===== src/rtl/sweep_mult_pkg.sv =====
// Shared types and helpers for the sweep shift-and-add multiplier front end.
package sweep_mult_pkg;

    // Default operand width and the matching product width.
    localparam int unsigned DEF_DW   = 8;
    localparam int unsigned DEF_DW_2 = 2 * DEF_DW;

    // Controller sequencing states.
    typedef enum logic [1:0] {
        StIdle = 2'd0,
        StLoad = 2'd1,
        StRun  = 2'd2,
        StHold = 2'd3
    } sweep_state_e;

    // Two's-complement magnitude at the default width. The most negative value maps to
    // 2^(DEF_DW-1), which still fits as an unsigned DEF_DW-bit quantity.
    function automatic logic [DEF_DW-1:0] twos_magnitude(input logic [DEF_DW-1:0] x);
        return x[DEF_DW-1] ? ((~x) + DEF_DW'(1)) : x;
    endfunction

endpackage


===== src/rtl/sweep_twos_magnitude.sv =====
// Combinational sign/magnitude split of a two's-complement operand.
module sweep_twos_magnitude
    import sweep_mult_pkg::*;
#(
    parameter int unsigned DW = DEF_DW
) (
    input  logic [DW-1:0] i_value,
    output logic [DW-1:0] o_mag,
    output logic          o_neg
);

    assign o_neg = i_value[DW-1];

    // At the default width reuse the shared helper; other widths use the same rule inline.
    if (DW == DEF_DW) begin : g_pkg_mag
        assign o_mag = twos_magnitude(i_value);
    end else begin : g_gen_mag
        assign o_mag = i_value[DW-1] ? ((~i_value) + DW'(1)) : i_value;
    end

endmodule


===== src/rtl/sweep_mult_controller.sv =====
// Operand preparation and sequencing for the sweep shift-and-add multiplier.
// A start pulse captures |multiplier| into rgstr1 and |multiplicand| into rgstr2, then rgstr2
// is walked left one bit per RUN cycle while the adder accumulates. The product sign is kept
// for the downstream two's-complement fix-up stage.
module sweep_mult_controller
    import sweep_mult_pkg::*;
#(
    parameter int unsigned DW   = DEF_DW,
    parameter int unsigned DW_2 = 2 * DW,
    parameter int unsigned CW   = $clog2(DW) + 1
) (
    input  logic            clk,
    input  logic            rst,
    input  logic            start,
    input  logic [DW-1:0]   multiplier,
    input  logic [DW-1:0]   multiplicand,
    input  logic            done_i,
    output logic            l_s,
    output logic            init_FSM,
    output logic            permit,
    output logic [DW-1:0]   rgstr1,
    output logic [DW_2-1:0] rgstr2,
    output logic            sign,
    output logic            busy,
    output logic            result_valid,
    output logic            sync_err
);

    sweep_state_e    r_state;
    sweep_state_e    w_state_next;
    logic [CW-1:0]   r_count;
    logic [DW-1:0]   r_rgstr1;
    logic [DW_2-1:0] r_rgstr2;
    logic            r_sign;
    logic            r_first_hold;
    logic            r_sync_err;

    logic [DW-1:0]   w_mplier_mag;
    logic [DW-1:0]   w_mcand_mag;
    logic            w_mplier_neg;
    logic            w_mcand_neg;
    logic            w_accept;
    logic            w_last_run;

    sweep_twos_magnitude #(
        .DW (DW)
    ) u_mplier_mag (
        .i_value (multiplier),
        .o_mag   (w_mplier_mag),
        .o_neg   (w_mplier_neg)
    );

    sweep_twos_magnitude #(
        .DW (DW)
    ) u_mcand_mag (
        .i_value (multiplicand),
        .o_mag   (w_mcand_mag),
        .o_neg   (w_mcand_neg)
    );

    // Start is honoured only while no sweep is in flight; LOAD and RUN ignore it.
    assign w_accept   = start && ((r_state == StIdle) || (r_state == StHold));
    assign w_last_run = (r_state == StRun) && (r_count == CW'(DW - 1));

    // State register.
    always_ff @(posedge clk or negedge rst) begin
        if (!rst) begin
            r_state <= StIdle;
        end else begin
            r_state <= w_state_next;
        end
    end

    // Next-state decode: one LOAD cycle, DW RUN cycles, then HOLD until the next start.
    always_comb begin
        w_state_next = r_state;
        unique case (r_state)
            StIdle:  if (w_accept) w_state_next = StLoad;
            StLoad:  w_state_next = StRun;
            StRun:   if (w_last_run) w_state_next = StHold;
            StHold:  if (w_accept) w_state_next = StLoad;
            default: w_state_next = StIdle;
        endcase
    end

    // Adder control and status strobes, decoded purely from the registered state.
    always_comb begin
        l_s          = 1'b0;
        init_FSM     = 1'b0;
        permit       = 1'b1;
        busy         = 1'b0;
        result_valid = 1'b0;
        unique case (r_state)
            StIdle: begin
                init_FSM = 1'b0;
                permit   = 1'b1;
            end
            StLoad: begin
                l_s      = 1'b1;
                init_FSM = 1'b1;
                permit   = 1'b0;
                busy     = 1'b1;
            end
            StRun: begin
                init_FSM = 1'b1;
                permit   = 1'b0;
                busy     = 1'b1;
            end
            StHold: begin
                init_FSM     = 1'b1;
                permit       = 1'b1;
                result_valid = 1'b1;
            end
            default: begin
                permit = 1'b1;
            end
        endcase
    end

    // Operand capture on an accepted start, then one left shift of rgstr2 per RUN cycle so
    // that rgstr2 equals |multiplicand| << k while the adder is working on bit k.
    always_ff @(posedge clk or negedge rst) begin
        if (!rst) begin
            r_rgstr1 <= '0;
            r_rgstr2 <= '0;
            r_sign   <= 1'b0;
            r_count  <= '0;
        end else if (w_accept) begin
            r_rgstr1 <= w_mplier_mag;
            r_rgstr2 <= {{(DW_2 - DW){1'b0}}, w_mcand_mag};
            r_sign   <= w_mplier_neg ^ w_mcand_neg;
            r_count  <= '0;
        end else if (r_state == StRun) begin
            r_rgstr2 <= r_rgstr2 << 1;
            r_count  <= r_count + CW'(1);
        end
    end

    // The adder must already report done in the first HOLD cycle; a miss is latched until reset.
    always_ff @(posedge clk or negedge rst) begin
        if (!rst) begin
            r_first_hold <= 1'b0;
            r_sync_err   <= 1'b0;
        end else begin
            r_first_hold <= w_last_run;
            if ((r_state == StHold) && r_first_hold && !done_i) begin
                r_sync_err <= 1'b1;
            end
        end
    end

    assign rgstr1   = r_rgstr1;
    assign rgstr2   = r_rgstr2;
    assign sign     = r_sign;
    assign sync_err = r_sync_err;

endmodule

===== config.mk =====
export PLATFORM = sky130hd
export DESIGN_NAME = sweep_mult_controller
export DESIGN_NICKNAME = d
export VERILOG_FILES = /design/src/rtl/sweep_mult_pkg.sv /design/src/rtl/sweep_twos_magnitude.sv /design/src/rtl/sweep_mult_controller.sv
export SDC_FILE = /design/constraint.sdc
export NUM_CORES = 1
export LEC_CHECK = 0
export CORE_MARGIN = 2
export CORE_UTILIZATION = 45
export DETAILED_ROUTE_END_ITERATION = 7
export DONT_BUFFER_PORTS = 1
export GPL_TIMING_DRIVEN = 1
export HOLD_SLACK_MARGIN = 0.1
export PLACE_DENSITY = 0.73
export SLEW_MARGIN = 0
export SYNTH_ARGS = -nofsm -noshare
export SYNTH_HDL_FRONTEND = slang
export SYNTH_SLANG_ARGS = --single-unit
export TNS_END_PERCENT = 30

===== constraint.sdc =====
create_clock -name clk -period 1.4 [get_ports clk]
set_input_delay 0.21 -clock clk [delete_from_list [all_inputs] [get_ports clk]]
set_output_delay 0.21 -clock clk [all_outputs]
set_load 0.01 [all_outputs]

Word-level counts from Yosys, hierarchy flattened:

Index checks and enable logic that the tools add are counted.

* flip-flop bits (word level): 33
* latch bits: 0
* RAM bits: 0
* bits in read-only memories: 0
* input port bits: 20
* output and inout port bits: 31
* word-level logic and storage cells: 45
* memories kept: 0

* add/sub/neg operators: 3
* multipliers: 0
* divide/modulo/power cells: 0
* $lt $le $gt $ge: 0
* equal/unequal tests: 6
* shift operators: 0
* multiplexer cells: 14
* bitwise gates (word level): 3
* reduce and logical (&&, ||, !) cells: 12

Operator list (number)
* 16-bit 2-to-1 mux: 2
* 8-bit by 1-bit adder with 8-bit output, second input constant: 2
* 8-bit 2-to-1 mux: 2
* 8-bit NOT: 2
* 4-bit 2-to-1 mux: 2
* 2-bit case mux with 3 select lines: 1
* 4-bit by 1-bit adder with 4-bit output, second input constant: 1
* 2-bit equality test, second input constant: 2
* 4-bit by 3-bit equality test with 1-bit output, second input constant: 1
* 1-bit logical AND: 4
* 2-bit 2-to-1 mux: 2
* 1-bit case mux with 2 select lines: 2
* 2-bit OR reduction: 2
* 1-bit 2-to-1 mux: 3
* 3-bit OR reduction: 1
* 2-bit by 1-bit equality test with 1-bit output, second input constant: 1
* 2-bit zero test: 1
* 2-bit by 1-bit != test with 1-bit output, second input constant: 1
* 2-bit != test, second input constant: 1
* 2-bit AND reduction: 1
* 2-bit nonzero test: 1
* 1-bit zero test: 1
* 1-bit logical OR: 1
* 1-bit XOR: 1

Logic depth before layout (Yosys ltp):

* word-level depth: 5
* gate-level depth with buffers: 7
* depth with buffers taken out: 6

Modules after synthesis:

Synthesis repeated with hierarchy kept, for this count alone.

* cells, all modules: 166
* area total of the unflattened synthesis: 1865.5 sq um

By module, submodules not included
* sweep_mult_controller: times used 1, cells an instance 122, area an instance 1557.7 sq um, seq. area each 825.8 sq um
* sweep_twos_magnitude: times used 2, cells an instance 22, area an instance 153.9 sq um, seq. area each 0.0 sq um

Worst setup path after synthesis:

No wires, ideal clock.

* kind: register to register
* start point: reg r_state[0]
* end point: reg r_count[0]
* setup time: 0.132 ns
* arrival: 1.487 ns
* data required time: 1.268 ns
* setup slack: -0.219 ns
* cell stages (with the launch flop): 7
* buffers on the path: 2
* period minus slack after synthesis: 1.619 ns
* path through: dfrtp_1 > inv_1 > ha_1 > nor2b_1 > clkbuf_1 > clkbuf_1 > nor2_1

* word-level cells in the longest chain between the ends: 4
* elaborated cells on any way between the ends: 7
* those cells by class: 2 x eq/ne; 1 x mux; 4 x reduce/logical

Ends and longest elaborated chain
* from (decl): line sweep_mult_controller.sv:29 `sweep_state_e r_state;`
* from (signal assigned): line sweep_mult_controller.sv:68 `r_state <= StIdle;`
* from (signal assigned): line sweep_mult_controller.sv:70 `r_state <= w_state_next;`
* 2-bit equality test or 2-bit zero test (tied branches): line sweep_mult_controller.sv:62 `assign w_accept = start && ((r_state == StIdle) || (r_state == StHold));`
* 1-bit logical OR: line sweep_mult_controller.sv:62
* 1-bit logical AND: line sweep_mult_controller.sv:62
* 4-bit 2-to-1 mux or 2-bit nonzero test (tied branches)
* to (signal assigned): line sweep_mult_controller.sv:135 `r_count <= r_count + CW'(1);`
* to (decl): line sweep_mult_controller.sv:31 `logic [CW-1:0] r_count;`

Parallel ways exist; a longest one is shown, timed or not.
A chain may end at the register's enable or synchronous reset.

Worst setup path after layout:

* start point: reg r_state[1]
* end point: out permit

* word-level cells in the longest chain between the ends: 3
* elaborated cells on any way between the ends: 7
* those cells by class: 3 x eq/ne; 1 x mux; 3 x reduce/logical

Ends and longest elaborated chain
* 2-bit equality test (tied with other cells): line sweep_mult_controller.sv:93 `unique case (r_state)`
* 2-bit OR reduction (no source line)
* 1-bit case mux with 2 select lines (*): line sweep_mult_controller.sv:93
* to (decl): line sweep_mult_controller.sv:20 `output logic permit,`

Mark *: on every way between the ends. The rest lies on a longest branch, timed or not.

==> summary.txt <==
Status = complete, no violations
Gr ovfl total = 0
Initial antenna violation count = 0
Yosys top cell by area = dfrtp_1
VDD IR max = 0.883 mV
Crit path largest cell delay = 0.38 ns
HPWL Detailed = 2490 um
WL met2 = 1780 um
Gr usage total = 17.9%
CP endpoint = permit
Hold Vio Cnt, Final = 0
Fmax = 717 MHz
Initial DRC Count = 25
First-pass GRT wire length = 5780 um
Num CTS Buffers = 5
Most frequent cell after synthesis = dfrtp_1
R2R setup slack = 0.03 ns
Worst setup path startpoint = r_state[1]
Inst Count DP = 214
Slew margin rel. = 73.6%
Non-Filler Instances = 228
Reg-to-reg startpoint = r_state[1]
Worst min path class = in -> reg
Data required, critical path = 1.19 ns
Rows = 22
Number of global-route vias before repair = 1288
Tightest Pin Transition = 0.392 ns
Effective utilization at floorplan = 46.8%
Sequential share of the synthesized area = 48.2%
Routed WL per cell = 15.2 um
CP cell instances = inv_2, ha_4, inv_2, buf_6
WS Path Type = reg -> out
Setup TNS = 0 ns
Chip height = 65.7 um
Routed wire length = 3460 um
Startpoint Class = register
Drt drc = 0
Hold Path Depth = 2
WP data arrival = 1.19 ns
Die W = 65.7 um
Root Buffer = clkbuf_8
H-Tree Depth = 2
Largest net degree at the start of global routing = 34
Post-synthesis cell type count = 28
Worst hold slack = 0.111 ns
Via density per instance = 5.33
Ratio of final minimum period to clock period = 99.7%
Die area = 4320 um^2
RSZ-0062 raised after global routing = true
Seq cells post-synth = 33
IO buf count = 0
Final #Nets = 208
Number of warnings issued by yosys = 0
Total number of vias = 1216
CTS tree = done
CP Max Fanout = 3
Most used cell, CP = inv_2
Placed cell areas = 1820 um^2
Asr flop ratio synth = 100%
Met3 wire length = 319 um
Final Wtd Congestion = 0.790
Core Box Area = 3660 um^2
Worst flop-to-flop path endpoint = r_count[3]
Post-route cell area = 2010 um^2
Syn_nets = 197
Leak pwr = 0.895 nW
ANT cells = 0
Sink Count = 33
Synth-to-Final Area Change = 17.2%
Max Cap Viol = 0
Util after Layout = 54.9%
Top_reg_cell synth = dfrtp_1
EDFF count, synth = 0
Drt pass-1 iters = 2
Clk pin slew, worst setup/hold paths = 0.06 ns
Clock latency on the worst-skew pair = 0.28 ns
Share of cells above drive strength 1 = 15.6%
FF-to-FF path depth = 6
Uppermost layer routed = met4
Mapped cell area = 1710 um^2
Setup violators final = 0
Top Ports = 51
CP endpoint kind = primary output
PwrDens = 1980 nW/um^2
Synth cell count leaders = dfrtp_1, nor2_1, mux2i_1
Post-route ant nets = 0
CP max-delay cell = dfrtp_1
Max-slew violation count = 0
Synth top area share = 48.2%
Wl on met1 = 1330 um
Synth area leaders = dfrtp_1, mux2i_1, ha_1, xnor2_1, nor2_1
Clk_skew = 0.00403 ns
Clock Tree Buf Depth = 2
Synth Instances = 169
Final min period = 1.40 ns
Post-Syn Area per Cell = 10.1 um^2
[worst min path at each step]
| stage | slack [ns] | to | from |
|---|---|---|---|
| 2_1_floorplan | -0.09 | r_count[0] | rst |
| 3_5_place_dp | -0.09 | rgstr1[7] | rst |
| 3_3_place_gp | -0.08 | rgstr2[14] | rst |
| 4_1_cts | 0.10 | r_state[1] | start |
| 6_report | 0.11 | r_state[1] | start |
| 5_1_grt | 0.10 | r_state[1] | start |
[per-layer routing]
layer	vias up	global-route usage, %
met5	-	0
met4	0	6.25
met3	5	8.73
met2	38	29.9
met1	575	19.5
li1	598	-
[layout by cell type, fill, tap and decap left out, drive strengths merged]
| cell type | n |
|---|---|
| a21oi | 8 |
| o31ai | 2 |
| dfrtp | 33 |
| a211oi | 3 |
| inv | 8 |
| nor2 | 18 |
| dlygate4sd3 | 3 |
| mux2i | 15 |
| nand2 | 14 |
| nor2b | 5 |
| a22o | 1 |
| ha | 8 |
| xnor2 | 9 |
| o21bai | 1 |
| nor4 | 2 |
| a21boi | 4 |
| nor4b | 2 |
| or4 | 2 |
| and4b | 1 |
| o21ai | 11 |
| o211a | 1 |
| nand3b | 2 |
| nand4 | 1 |
| clkbuf | 7 |
| nand3 | 2 |
| buf | 11 |
| xor2 | 5 |
| nand2b | 1 |
[worst max-delay path, delay by kind of cell, from the launching register on]
kind,cells,cell delay (ns)
buffers and inverters,3,0.23
DFF,1,0.38
adders and majority gates,1,0.29
[metrics by stage]
step,total power [W],setup WS (ns)
6_report,0.00398,0.00457
5_1_grt,0.00428,-0.0599
3_5_place_dp,0.00306,-0.0650
3_3_place_gp,0.00299,0.0299
2_1_floorplan,0.00263,-0.00451
4_1_cts,0.00388,-0.00512
[logic make-up after synthesis]
kind of cell,share of synthesized area [%]
buf+inv,4.38
mux,8.76
compound gates,11.5
simple gates,14.2
fa+ha+maj,5.84
flops,48.2
xor+xnor,7.15
[final cells by class]
class,instances,area (um^2)
fillers,326,1650
inverters,8,30.0
repair buffers,14,161
clock buffers,7,86.3
multi-input cells,118,846
well taps,48,60.1
flip-flops and latches,33,826
[sequential cells by signal, summed over array words and instances, names as in the netlist]
name,count
rgstr2,16
rgstr1,8
r_count,4
r_state,2
r_first_hold,1
sign,1
sync_err,1
[repair_timing]
item	4_1_cts	5_1_grt
endpoints found under the setup margin	22	24
endpoints found under the hold margin	35	0
buffers inserted	2	1
hold buffers	4	0
gates resized for setup	3	11
pin swaps	0	2
[where the power goes]
part,internal [W],switching [W],total (W)
clock,0.000389,0.000320,0.000709
combinational,0.000803,0.000830,0.00163
sequential,0.00126,0.000377,0.00163
Note: power is estimated with default switching activity, not from simulation.
